--- config.mk ---
export PLATFORM = sky130hd
export DESIGN_NAME = register_file
export DESIGN_NICKNAME = d
export VERILOG_FILES = /design/src/rtl/register_file.sv
export SDC_FILE = /design/constraint.sdc
export NUM_CORES = 2
export LEC_CHECK = 0
export ABC_AREA = 1
export CAP_MARGIN = 20
export CORE_MARGIN = 2
export CORE_UTILIZATION = 40
export DETAILED_ROUTE_END_ITERATION = 16
export PLACE_DENSITY = 0.59
export SKIP_CTS_REPAIR_TIMING = 1
export SYNTH_ARGS = -nofsm -noshare
export SYNTH_HDL_FRONTEND = slang
export SYNTH_SLANG_ARGS = --single-unit
export TNS_END_PERCENT = 5
--- constraint.sdc ---
create_clock -name CLK -period 4.7 [get_ports CLK]
set_input_delay 0.94 -clock CLK [delete_from_list [all_inputs] [get_ports CLK]]
set_output_delay 0.94 -clock CLK [all_outputs]
set_load 0.02 [all_outputs]
--- src/rtl/register_file.sv ---
// 32 x 32 general-purpose register file: two combinational read ports, one
// synchronous write port, register 0 reads as zero regardless of contents.
module register_file #(
    parameter int DATA_WIDTH = 32,
    parameter int ADDR_WIDTH = 5
) (
    input  logic                  CLK,
    input  logic                  RST_N,
    input  logic [ADDR_WIDTH-1:0] A1,
    input  logic [ADDR_WIDTH-1:0] A2,
    input  logic [ADDR_WIDTH-1:0] A3,
    input  logic                  WE3,
    input  logic [DATA_WIDTH-1:0] WD3,
    output logic [DATA_WIDTH-1:0] RD1,
    output logic [DATA_WIDTH-1:0] RD2
);

    localparam int unsigned DEPTH = 2 ** ADDR_WIDTH;

    logic [DATA_WIDTH-1:0] regs [DEPTH];

    always_ff @(posedge CLK or negedge RST_N) begin
        if (!RST_N) begin
            for (int unsigned i = 0; i < DEPTH; i++) begin
                regs[i] <= '0;
            end
        end else if (WE3 && (A3 != '0)) begin
            regs[A3] <= WD3;
        end
    end

    // Address 0 is masked on read so it is zero even without a reset.
    always_comb begin
        RD1 = (A1 == '0) ? '0 : regs[A1];
        RD2 = (A2 == '0) ? '0 : regs[A2];
    end

endmodule

==> reports/qor.csv <==
stage,metric,value,unit
sta,fin_ws,0.373,ns
sta,hold_viol_final,0,
routing,vias,57200,
worst_setup_path,max_stage_delay,0.71,ns
power_and_ir_drop,clockPowerShare,34.4,%
worst_setup_path,cp-start-kind,input port,
logic_synthesis,syn_area,57000,um2
global_route,met1_usage,42.4,%
routing,drc,0,
global_route,overflow,0,
power_and_ir_drop,p_comb_share,21.2,%
logic_synthesis,seq_area_frac_synth,45.0,%
global_route,grt-busiest-layer,met2,
logic_synthesis,synth.most_common_cell,nand2_1,
power_and_ir_drop,vdd_drop_max,0.000338,V
worst_setup_path,required,3.76,ns
sta,tightest_slew,1.16,ns
sta,rsz0062_at_grt,false,
run_status,status,completed,
global_route,grt_use_met3,4.69,%
routing,drt_iter0_markers,7367,
worst_setup_path,path_class,input port to primary output,
placement,dp_hpwl,128,mm
final_layout,area_growth,12.9,%
final_layout,largest_reg_flops,1024,
cts,cts_buffer_depth,3,
placement,preCtsSetupSlack,0.446,ns
logic_synthesis,syn_inst,8327,
worst_setup_path,worst-endpoint-arrival,3.39,ns
cts,clockRootBuffer,clkbuf_16,
run,drv_cap,0,
logic_synthesis,ys_async_sr_fraction,100,%
routing,final_antenna_net_count,0,
logic_synthesis,yosysUniqueCellTypes,29,
sta,layout_worst_path_cycle_share,92.1,%
floorplanning,core.rowCount,138,
power_and_ir_drop,p_switching,8.98,mW
cts,clkLatencyLatePin,0.73,ns
placement,place_inst,9806,
sta,skew,0,ns
worst_setup_path,path_cells,buf_8 -> buf_12 -> nor3_1 -> nand3_2 -> buf_12 -> nand2_1 -> nor2_1 -> clkdlybuf4s50_1,
sta,finalSetupViolations,0,
final_layout,nFillCells,14500,
power_and_ir_drop,leakage,30.0,nW
power_and_ir_drop,powerDensity,426,nW/um2
final_layout,instances_no_fill,10000,
worst_setup_path,path_buf_inv,4,
logic_synthesis,synth_nets,8377,
placement,gp_congestion,0.857,
routing,dr.pass1.iters,8,
power_and_ir_drop,internal-power,18.4,mW
final_layout,registers.top_by_ff_count,regs,
global_route,grt_pass1_wl,340,mm
placement,port_buffers,113,
logic_synthesis,yosys-top-cells-count,"2979 x nand2_1, 1371 x nand3_1, 1024 x dfrtp_1",
global_route,grt_pass1_vias,53400,
worst_setup_path,cpMostUsedCell,buf_12,
cts,cts_tree,yes,
global_route,use_met2,47.5,%
routing,via_per_inst,5.71,
power_and_ir_drop,switching_share,32.7,%
global_route,antenna_found_initial,3,
sta,max_freq,0.231,GHz
cts,clk_pin_slew_worst_paths,0.06,ns
logic_synthesis,synth_enable_flop_cells,0,
floorplanning,initial_core_util,40.3,%
worst_setup_path,cpLargestDelayFamily,buffers and inverters,
routing,routedWlPerCell,22.5,um
worst_setup_path,end_kind,primary output,
cts,clock_sinks,1024,
global_route,grt_max_degree,107,
final_layout,reg_top3,regs (1024),
sta,slew_viol_final,0,
cts,h-tree-depth,3,
floorplanning,core_area,142000,um2
cts,cts_made_buffers,118,
worst_setup_path,crit_fanout,46,
floorplanning,pin_count,114,
logic_synthesis,ys_ff_latch,1024,
worst_setup_path,slowest_stage,clkdlybuf4s50_1,
final_layout,drive_above_1_share,6.37,%
logic_synthesis,synth.top_cell.area_share,45.0,%
logic_synthesis,synthTopCellsByArea,"dfrtp_1 45%, nand2_1 20%, nand3_1 12%",
sta,slew_headroom,22.9,%
logic_synthesis,ys_warn_count,0,
sta,tns,0,ns
power_and_ir_drop,power.share.sequential,44.4,%
routing,wl,225,mm
final_layout,nNetsFinal,8087,
floorplanning,die_h,382,um
floorplanning,die_w,382,um
final_layout,post-route-util,45.5,%
worst_hold_path,min_path_type,input port to async pin,
logic_synthesis,avgSynthCellArea,6.85,um2
sta,min_period,4.33,ns
logic_synthesis,ys.flop_type,dfrtp_1,
floorplanning,dieArea,146000,um2
logic_synthesis,synth.largest_area_cell,dfrtp_1,
global_route,grtUsageTotal,30.4,%
[cells in the final DEF, fill, tap and decap left out, drive strengths merged]
cell,netlist,layout
a21oi,643,643
inv,110,116
bufinv,0,6
dfrtp,1024,1024
nand4,1,1
clkdlybuf4s50,0,90
nor3,7,7
clkinv,2,24
clkinvlp,0,1
diode,0,1
nor4,2,2
nor2,829,829
buf,250,256
clkbuf,506,179
o211ai,16,16
o21ai,573,573
nand3,1376,1376
nand2,2988,2988
[cells by family after synthesis]
| family | count (synthesis) | synth area share [%] |
|---|---|---|
| simple gates | 5203 | 37.8 |
| flops | 1024 | 45.0 |
| buf+inv | 868 | 6.30 |
| compound gates | 1232 | 11.0 |
[worst register-to-register path: cells and delay by family (launching register included)]
kind             cells  cell delay, ns
flip-flops           1            0.40
AO/OA/AOI/OAI        1            0.11
AND/OR/NAND/NOR      1            0.07
[power groups by stage]
stage	clock network (mW)	logic, mW	registers, mW
final	9.42	5.82	12.2
after global routing	9.90	6.64	12.4
after CTS	9.54	5.79	12.1
after detailed placement	0	5.78	12.3
after global placement	0	5.64	12.2
after floorplan	0	4.14	11.9
[per-stage QoR]
step / power, mW / instance area (um2) / hold slack (ns)
floorplan: 16.0 / 57000 / 0.451
finish: 27.4 / 64400 / 0.310
global route: 29.0 / 64400 / 0.359
global placement: 17.9 / 60400 / 0.386
CTS: 27.5 / 64400 / 0.326
detailed placement: 18.0 / 60400 / 0.388
[area by class of cell]
class                   instances  area, um2  area share [%]
flip-flops and latches       1024      25600            39.8
inverters                     112        470           0.731
clock inverters                35        358           0.556
multi-input cells            6435      27900            43.4
repair buffers                346       4080            6.34
well taps                    1890       2360            3.67
clock buffers                 179       3550            5.51
diodes                          1       2.50         0.00389
[final timing paths]
path	from	end	slack [ns]	cells past startpoint
setup / recovery	A1[1]	RD1[2]	0.37	8
hold / removal	RST_N	regs[674]	0.31	1
setup reg to reg	regs[530]	regs[530]	3.94	2
hold reg to reg	regs[1016]	regs[1016]	0.40	0
max in group asynchronous	RST_N	regs[298]	3.17	2
min in group CLK	regs[1016]	regs[1016]	0.40	0
[metal layers]
| layer | vias up | wire length, um |
|---|---|---|
| li1 | 26400 | - |
| met1 | 27400 | 95700 |
| met2 | 2960 | 101000 |
| met3 | 448 | 21000 |
| met4 | 2 | 8030 |
| met5 | - | 8 |
(Power assumes the default switching activity.)
